$ cat src/rtl/trap_pkg.sv
// Shared types and constants for the machine-mode trap sequencer.
package trap_pkg;

  typedef enum logic [1:0] {
    ST_IDLE     = 2'd0,
    ST_SAVE     = 2'd1,
    ST_REDIRECT = 2'd2,
    ST_RET      = 2'd3
  } trap_state_e;

  localparam int CAUSE_ILLEGAL  = 2;
  localparam int CAUSE_BREAK    = 3;
  localparam int CAUSE_ECALL_M  = 11;
  localparam int IRQ_CAUSE_BASE = 16;

  localparam logic [11:0] CSR_MSTATUS = 12'h300;
  localparam logic [11:0] CSR_MEPC    = 12'h341;
  localparam logic [11:0] CSR_MCAUSE  = 12'h342;
  localparam logic [11:0] CSR_MTVAL   = 12'h343;

  localparam int MSTATUS_MIE_BIT  = 3;
  localparam int MSTATUS_MPIE_BIT = 7;

endpackage

$ cat src/rtl/irq_prio_enc.sv
// Lowest-index-wins priority encoder over the enabled interrupt lines.
module irq_prio_enc #(
  parameter int NUM_IRQ = 4,
  parameter int IDX_W   = (NUM_IRQ > 1) ? $clog2(NUM_IRQ) : 1
) (
  input  logic [NUM_IRQ-1:0] req,
  output logic               valid,
  output logic [IDX_W-1:0]   idx
);

  // Scan downward so the lowest asserted index is the last one written.
  always_comb begin
    valid = |req;
    idx   = '0;
    for (int i = NUM_IRQ - 1; i >= 0; i--) begin
      if (req[i]) idx = IDX_W'(i);
    end
  end

endmodule

$ cat src/rtl/trap_unit.sv
// Machine-mode trap sequencer: owns mepc/mcause/mtval/mstatus.MIE/MPIE.
// Define TRAP_VECTORED_EN to enable vectored interrupt dispatch (mtvec[1:0]==01).
module trap_unit
  import trap_pkg::*;
#(
  parameter int XLEN        = 32,
  parameter int NUM_IRQ     = 4,
  parameter int IRQ_CAUSE_W = 5
) (
  input  logic               clk,
  input  logic               rst,
  input  logic               instr_valid,
  input  logic [XLEN-1:0]    ex_pc,
  input  logic [31:0]        ex_instr,
  input  logic               illegal_instruction,
  input  logic               ecall,
  input  logic               ebreak,
  input  logic               mret,
  input  logic [NUM_IRQ-1:0] irq,
  input  logic [NUM_IRQ-1:0] mie_mask,
  input  logic [XLEN-1:0]    mtvec,
  input  logic               csr_we,
  input  logic [11:0]        csr_addr,
  input  logic [XLEN-1:0]    csr_wdata,
  output logic [XLEN-1:0]    mepc,
  output logic [XLEN-1:0]    mcause,
  output logic [XLEN-1:0]    mtval,
  output logic               mstatus_mie,
  output logic               mstatus_mpie,
  output logic               busy,
  output logic               flush,
  output logic               pc_redirect,
  output logic [XLEN-1:0]    pc_target
);

  localparam int IDX_W = (NUM_IRQ > 1) ? $clog2(NUM_IRQ) : 1;

  trap_state_e state_q, state_d;
  logic [XLEN-1:0] mepc_q, mepc_d, mcause_q, mcause_d, mtval_q, mtval_d;
  logic [XLEN-1:0] pend_pc_q, pend_pc_d, pend_cause_q, pend_cause_d, pend_tval_q, pend_tval_d;
  logic            mie_q, mie_d, mpie_q, mpie_d;

  logic [NUM_IRQ-1:0]     irq_masked;
  logic                   irq_any, irq_take, exc_any, trap_accept, ret_accept;
  logic [IDX_W-1:0]       irq_idx;
  logic                   trap_intr;
  logic [IRQ_CAUSE_W-1:0] trap_code;
  logic [XLEN-1:0]        trap_tval, trap_base, trap_target;

  assign irq_masked = irq & mie_mask;

  irq_prio_enc #(.NUM_IRQ(NUM_IRQ), .IDX_W(IDX_W)) u_irq_prio_enc (
    .req   (irq_masked),
    .valid (irq_any),
    .idx   (irq_idx)
  );

  assign irq_take    = mie_q & irq_any;
  assign exc_any     = illegal_instruction | ecall | ebreak;
  assign trap_accept = instr_valid & (exc_any | irq_take);
  assign ret_accept  = instr_valid & mret & ~(exc_any | irq_take);

  always_ff @(posedge clk) begin
    if (rst) begin
      state_q      <= ST_IDLE;
      mepc_q       <= '0;
      mcause_q     <= '0;
      mtval_q      <= '0;
      mie_q        <= 1'b0;
      mpie_q       <= 1'b0;
      pend_pc_q    <= '0;
      pend_cause_q <= '0;
      pend_tval_q  <= '0;
    end else begin
      state_q      <= state_d;
      mepc_q       <= mepc_d;
      mcause_q     <= mcause_d;
      mtval_q      <= mtval_d;
      mie_q        <= mie_d;
      mpie_q       <= mpie_d;
      pend_pc_q    <= pend_pc_d;
      pend_cause_q <= pend_cause_d;
      pend_tval_q  <= pend_tval_d;
    end
  end

  always_comb begin
    state_d = state_q;
    case (state_q)
      ST_IDLE: begin
        if (trap_accept)     state_d = ST_SAVE;
        else if (ret_accept) state_d = ST_RET;
      end
      ST_SAVE:     state_d = ST_REDIRECT;
      ST_REDIRECT: state_d = ST_IDLE;
      ST_RET:      state_d = ST_IDLE;
      default:     state_d = ST_IDLE;
    endcase
  end

  // Cause selection; the trap is latched at acceptance so EX may move on.
  always_comb begin
    trap_intr = 1'b0;
    trap_code = '0;
    trap_tval = '0;
    if (illegal_instruction) begin
      trap_code = IRQ_CAUSE_W'(CAUSE_ILLEGAL);
      trap_tval = XLEN'(ex_instr);
    end else if (ebreak) begin
      trap_code = IRQ_CAUSE_W'(CAUSE_BREAK);
      trap_tval = ex_pc;
    end else if (ecall) begin
      trap_code = IRQ_CAUSE_W'(CAUSE_ECALL_M);
    end else begin
      trap_intr = 1'b1;
      trap_code = IRQ_CAUSE_W'(IRQ_CAUSE_BASE) + IRQ_CAUSE_W'(irq_idx);
    end
  end

  always_comb begin
    pend_pc_d    = pend_pc_q;
    pend_cause_d = pend_cause_q;
    pend_tval_d  = pend_tval_q;
    mepc_d       = mepc_q;
    mcause_d     = mcause_q;
    mtval_d      = mtval_q;
    mie_d        = mie_q;
    mpie_d       = mpie_q;
    case (state_q)
      ST_IDLE: begin
        if (trap_accept) begin
          pend_pc_d                      = {ex_pc[XLEN-1:2], 2'b00};
          pend_cause_d                   = '0;
          pend_cause_d[XLEN-1]           = trap_intr;
          pend_cause_d[IRQ_CAUSE_W-1:0]  = trap_code;
          pend_tval_d                    = trap_tval;
        end
        if (csr_we) begin
          case (csr_addr)
            CSR_MEPC:    mepc_d   = {csr_wdata[XLEN-1:2], 2'b00};
            CSR_MCAUSE:  mcause_d = csr_wdata;
            CSR_MTVAL:   mtval_d  = csr_wdata;
            CSR_MSTATUS: begin
              mie_d  = csr_wdata[MSTATUS_MIE_BIT];
              mpie_d = csr_wdata[MSTATUS_MPIE_BIT];
            end
            default: ;
          endcase
        end
      end
      ST_SAVE: begin
        mepc_d   = pend_pc_q;
        mcause_d = pend_cause_q;
        mtval_d  = pend_tval_q;
        mpie_d   = mie_q;
        mie_d    = 1'b0;
      end
      ST_RET: begin
        mie_d  = mpie_q;
        mpie_d = 1'b1;
      end
      default: ;
    endcase
  end

  assign trap_base = {mtvec[XLEN-1:2], 2'b00};

`ifdef TRAP_VECTORED_EN
  always_comb begin
    trap_target = trap_base;
    if (mtvec[1:0] == 2'b01 && mcause_q[XLEN-1])
      trap_target = trap_base + (XLEN'(mcause_q[IRQ_CAUSE_W-1:0]) << 2);
  end
`else
  logic unused_mtvec_mode;
  assign unused_mtvec_mode = ^mtvec[1:0];
  assign trap_target       = trap_base;
`endif

  always_comb begin
    busy        = (state_q != ST_IDLE);
    flush       = (state_q == ST_SAVE) || (state_q == ST_RET);
    pc_redirect = (state_q == ST_REDIRECT) || (state_q == ST_RET);
    pc_target   = '0;
    if (state_q == ST_REDIRECT) pc_target = trap_target;
    else if (state_q == ST_RET) pc_target = mepc_q;
  end

  assign mepc         = mepc_q;
  assign mcause       = mcause_q;
  assign mtval        = mtval_q;
  assign mstatus_mie  = mie_q;
  assign mstatus_mpie = mpie_q;

endmodule

$ cat config.mk
export PLATFORM = sky130hd
export DESIGN_NAME = trap_unit
export DESIGN_NICKNAME = d
export VERILOG_FILES = /design/src/rtl/trap_pkg.sv /design/src/rtl/irq_prio_enc.sv /design/src/rtl/trap_unit.sv
export SDC_FILE = /design/constraint.sdc
export NUM_CORES = 1
export LEC_CHECK = 0
export ABC_AREA = 1
export BUFFER_PORTS_ARGS = -buffer_cell sky130_fd_sc_hd__buf_4
export CAP_MARGIN = 5
export CORE_MARGIN = 2
export CORE_UTILIZATION = 51
export DETAILED_ROUTE_END_ITERATION = 8
export GPL_TIMING_DRIVEN = 0
export HOLD_SLACK_MARGIN = 0.05
export PLACE_DENSITY = 0.81
export SLEW_MARGIN = 10
export SYNTH_ARGS = -nofsm -noshare
export SYNTH_HDL_FRONTEND = slang
export SYNTH_SLANG_ARGS = --single-unit
$ cat constraint.sdc
create_clock -name clk -period 2.06 [get_ports clk]
set_input_delay 0.412 -clock clk [delete_from_list [all_inputs] [get_ports clk]]
set_output_delay 0.412 -clock clk [all_outputs]
set_load 0.01 [all_outputs]
## Yosys cells after proc, flatten, opt, wreduce, memory -nomap -nowiden

Index checks and enable logic that the tools add are counted.

- Add/sub/neg operators: 1
- Eq/ne operators: 13
- Muxes and demuxes: 32
- Bitwise gates (word level): 9
- Reduce and logical (&&, ||, !) cells: 13

Operators by type and width:

| cell | number |
|---|---|
| 32-bit 2-to-1 mux | 10 |
| 32-bit one-hot mux with 2 select lines | 3 |
| 12-bit by 10-bit == test with 1-bit output, second input constant | 4 |
| 5-bit 2-to-1 mux | 3 |
| 2-bit 2-to-1 mux | 6 |
| 3-bit AND reduction | 4 |
| 1-bit 2-to-1 mux | 7 |
| 2-bit by 1-bit inequality test with 1-bit output, second input constant | 3 |
| 1-bit one-hot mux with 3 select lines | 2 |
| 2-bit one-hot mux with 3 select lines | 1 |
| 5-bit by 2-bit adder with 5-bit output, first input constant | 1 |
| 1-bit AND | 4 |
| 4-bit AND | 1 |
| 2-bit == test, second input constant | 2 |
| 2-bit inequality test, second input constant | 2 |
| 2-bit nonzero test | 2 |
| 4-bit OR reduction | 1 |
| 3-bit inequality test, second input constant | 1 |
| 1-bit bitwise OR | 3 |
| 3-bit nonzero test | 1 |
| 2-bit by 1-bit == test with 1-bit output, second input constant | 1 |
| 2-bit zero test | 1 |
| 1-bit logical OR | 2 |
| 2-bit AND reduction | 1 |
| 2 further kinds | 2 |

- Register bits after elaboration: 168

## Logic depth before layout (Yosys ltp)

- Word-level depth: 9
- Mapped depth: 9
- Mapped depth without buffers: 8

## Hierarchy

A second synthesis with hierarchy kept.

- Cell total of the unflattened synthesis: 1242
- Area, all modules: 8375.5 um^2

Modules (own cells, without submodules):

| module | instances | cells an instance | area each (um^2) |
|---|---|---|---|
| trap_unit | 1 | 1233 | 8329.2 |
| irq_prio_enc | 1 | 9 | 46.3 |

## Least setup slack after synthesis

No wires, ideal clock.

- Kind: input to register
- Start: input csr_addr[5]
- End: register mepc_q[11], in the netlist mepc[11]
- Setup time: 0.115 ns
- Arrival time: 1.459 ns
- Data required time: 1.945 ns
- Slack: 0.486 ns
- Stages on the path: 8
- Path buffers: 1
- Path through: or2_1 -> nor2_1 -> nand3_1 -> nand2_1 -> buf_1 -> nand3_1 -> nand2_1 -> nor2_1

- Cells in the longest elaborated chain, start to end: 3

RTL lines:

| element | line | source |
|---|---|---|
| from (decl) | trap_unit.sv:23 | `input logic [11:0] csr_addr,` |
| 12-bit by 10-bit == test with 1-bit output | trap_unit.sv:139 | `case (csr_addr)` |
| 2-bit by 1-bit inequality test with 1-bit output (no line) | n/a |  |
| 3-bit AND reduction (no line) | n/a |  |
| to (signal assigned) | trap_unit.sv:76 | `mepc_q <= mepc_d;` |
| to (decl) | trap_unit.sv:39 | `logic [XLEN-1:0] mepc_q, mepc_d, mcause_q, mcause_d, mtval_q, mtval_d;` |

Every way passes these cells.
A chain may end at the register's enable or synchronous reset.

## Worst setup path after layout

- Start: register state_q[0]
- End: output pc_target[20]

- Cells in the longest elaborated chain, start to end: 3
- Elaborated cells between the ends (all ways): 4
- Those cells by class: eq/ne (2); mux (2)

RTL lines:

| element | line | source |
|---|---|---|
| from (decl) | trap_unit.sv:38 | `trap_state_e state_q, state_d;` |
| from (signal assigned) | trap_unit.sv:75 | `state_q <= state_d;` |
| 2-bit == test | trap_unit.sv:186 | `else if (state_q == ST_RET) pc_target = mepc_q;` |
| 32-bit 2-to-1 mux | trap_unit.sv:186 |  |
| 32-bit 2-to-1 mux (*) | trap_unit.sv:185 | `if (state_q == ST_REDIRECT) pc_target = trap_target;` |
| to (decl) | trap_unit.sv:33 | `output logic [XLEN-1:0] pc_target` |

Every way passes the cells marked *; elsewhere a longest branch is shown, timed or not.

==> summary.txt <==
Run status
  • Status: finished, final reports clean

Die
  • Die ar.: 0.01741 mm²
  • Placeable Area: 0.01594 mm²
  • Io pins: 289
  • Initial Utilization: 52.36%
  • Chip Width: 131.9 µm
  • Rows: 46
  • Die height: 131.9 µm

STA
  • Period utilisation layout: 96.88%
  • Fmax: 501.1 MHz
  • Final hold vios: 0
  • Worst slew margin: 54.63%
  • Final max-slew violation count: 0
  • RSZ-0062 raised after global routing: no
  • Final min period: 1996 ps
  • Clk_skew: 8.384 ps
  • Finish-stage setup viols: 0
  • Worst-margin pin slew: 680.5 ps

Layout
  • Commonest cells after routing, fill and taps aside: 313 x nand2_1, 293 x buf_4, 165 x nand3_1
  • Layout net count: 1762
  • Antenna cells: 0
  • Area Overhead vs Synth: 36.65%
  • Fin util: 71.55%
  • Most common cell after layout, fill and taps aside: nand2_1
  • Post-Layout Cell Count: 1835
  • Layout cell share with drive strength beyond 1: 23.59%

Critical path
  • Worst reg2reg path depth: 8
  • CP endpoint kind: output port
  • Critical Path Sink: pc_target[20]
  • Critical path origin: state_q[0]
  • Worst R2R Setup Slack: 60 ps
  • RR Endpoint: mepc[13]
  • Critical Path RT: 1650 ps
  • Critical path peak fanout: 10
  • CP startpoint kind: flop
  • R2r startpoint: state_q[0]
  • Worst EP arrival: 1580 ps
  • WS Path Type: flop to output port

CTS
  • CTS Sinks: 164
  • Hold buffer count at cts: 0
  • CTS Root Cell: clkbuf_16
  • Post-CTS Setup Repair Bufs: 0
  • Reg clk slew, reported paths: 60 ps
  • Clk_lat worst skew: 430 ps
  • Max Buffers Root-to-Sink: 2
  • # resized after CTS: 14
  • H-Tree Depth: 4
  • TritonCTS clock tree: yes
  • Inserted Clock Buffers: 17

Routing
  • Residual DRC: 0
  • Final ANT Viol Nets: 0
  • DRT iter0 DRCs: 935
  • Total number of vias: 9592
  • Routed len/inst: 16.64 µm
  • Vias/cell: 5.227
  • TritonRoute pass-1 iters: 5
  • Routed wire length: 30.54 mm

Logic synthesis
  • Syn Std Cell Area: 0.008348 mm²
  • FF+latch count, synth: 164
  • Sequential-to-total area share from yosys stat: 39.33%
  • Yosys warning count: 0
  • Number of flops mapped to enable cells by yosys: 0
  • Post-synthesis cell count: 1304
  • Mean Syn Cell Area: 6.402 µm²
  • Cell variety after synth: 25
  • Main synth FF type: dfxtp_1
  • Async SR Flop Fraction: 0%

Run
  • Max cap viols: 0

GRT
  • Vias in the first global route: 8694
  • Largest net degree at the start of global routing: 17
  • Initial antenna violation count: 0
  • Global route overflow: 0
  • Total GRT Usage: 33.89%
  • Global-route wire length before repair: 46.51 mm

Pwr
  • Leakage: 5.791 nW
  • Peak VDD IR: 0.0006017 V
  • Total power: 10.01 mW
  • Cell area power density: 877.6 mW/mm²

Placed design
  • # placed instances: 1803
  • Detailed placement HPWL: 23.58 mm
  • IO Port Bufs: 280
  • Routability cong.: 0.9502

Min path
  • Worst min path class: input port to flop
## worst max-delay path, cell delays in order, from the launching register on
cell and delay (ps):
dfxtp_1 310, buf_4 220, inv_4 90, clkbuf_4 190
nand3_1 80, nand2_1 90, buf_4 160
## synth_stat cells (3+ instances only)
master	n	share of area, %
nand3_1	165	9.9
nand2_1	313	14
buf_4	13	1.2
o21ai_0	68	4.1
inv_2	3	0.13
a21oi_1	99	5.9
a22oi_1	32	2.9
clkbuf_1	38	1.7
inv_1	149	6.7
nand4_1	34	2.5
nor2_1	157	7.1
buf_1	21	0.94
dfxtp_1	164	39
buf_2	34	2.0
## cell families (layout without fill, tap and decap cells)
| group | count (synthesis) | after routing | synth area share [%] |
|---|---|---|---|
| simple gates | 679 | 679 | 34.77 |
| other cells | 1 | 4 | 0.04492 |
| compound gates | 201 | 201 | 13.02 |
| flops | 164 | 164 | 39.33 |
| buf+inv | 259 | 571 | 12.83 |
## metal layers
layer  track usage, %  part of all wire, %
met5                0                    0
met4            12.98                  3.0
met3            7.843                   10
met2            55.12                   46
met1            43.74                   41
## per-stage QoR
step	worst slack [ps]	hold slack, ps	area, µm²	TNS (ps)
finish	64.31	212.6	11410	0
global route	3.854	217.5	11410	0
CTS	-7.975	209.1	11400	-7.975
detailed placement	37.27	454.0	10730	0
global placement	9.341	450.2	10730	0
floorplan	486.3	440.2	8359	0
## worst min path at each step
stage / startpoint / end / slack, ps / cells past startpoint
CTS: ex_pc[7] / pend_pc_q[7] / 210 / 3
global placement: mcause[17] / mcause[17] / 450 / 2
global route: ex_pc[22] / pend_pc_q[22] / 220 / 3
finish: ex_pc[7] / pend_pc_q[7] / 210 / 3
detailed placement: mtval[10] / mtval[10] / 450 / 2
floorplan: pend_cause_q[4] / pend_cause_q[4] / 440 / 2
## state kept, by name, summed over array words and instances, names as in the netlist
register / flops
mepc: 30
mtval: 32
pend_cause_q: 4
state_q: 2
mcause: 32
pend_tval_q: 32
pend_pc_q: 30
mstatus_mie: 1
mstatus_mpie: 1
## power by group
part / switching, mW / total [mW] / internal (mW)
Clock: 1.32 / 3.44 / 2.12
Combinational: 1.80 / 2.89 / 1.09
Sequential: 0.172 / 3.68 / 3.51
Total: 3.29 / 10.0 / 6.73
## area by class of cell
class | instances | area [µm²]
well taps | 216 | 270.3
fillers | 1387 | 4536
flip-flops and latches | 164 | 3283
repair buffers | 280 | 2102
inverters | 152 | 573.1
clock inverters | 12 | 177.7
clock buffers | 20 | 466.7
multi-input cells | 884 | 4005
plain buffers | 107 | 529.3
Note: power is estimated with default switching activity, not from simulation.
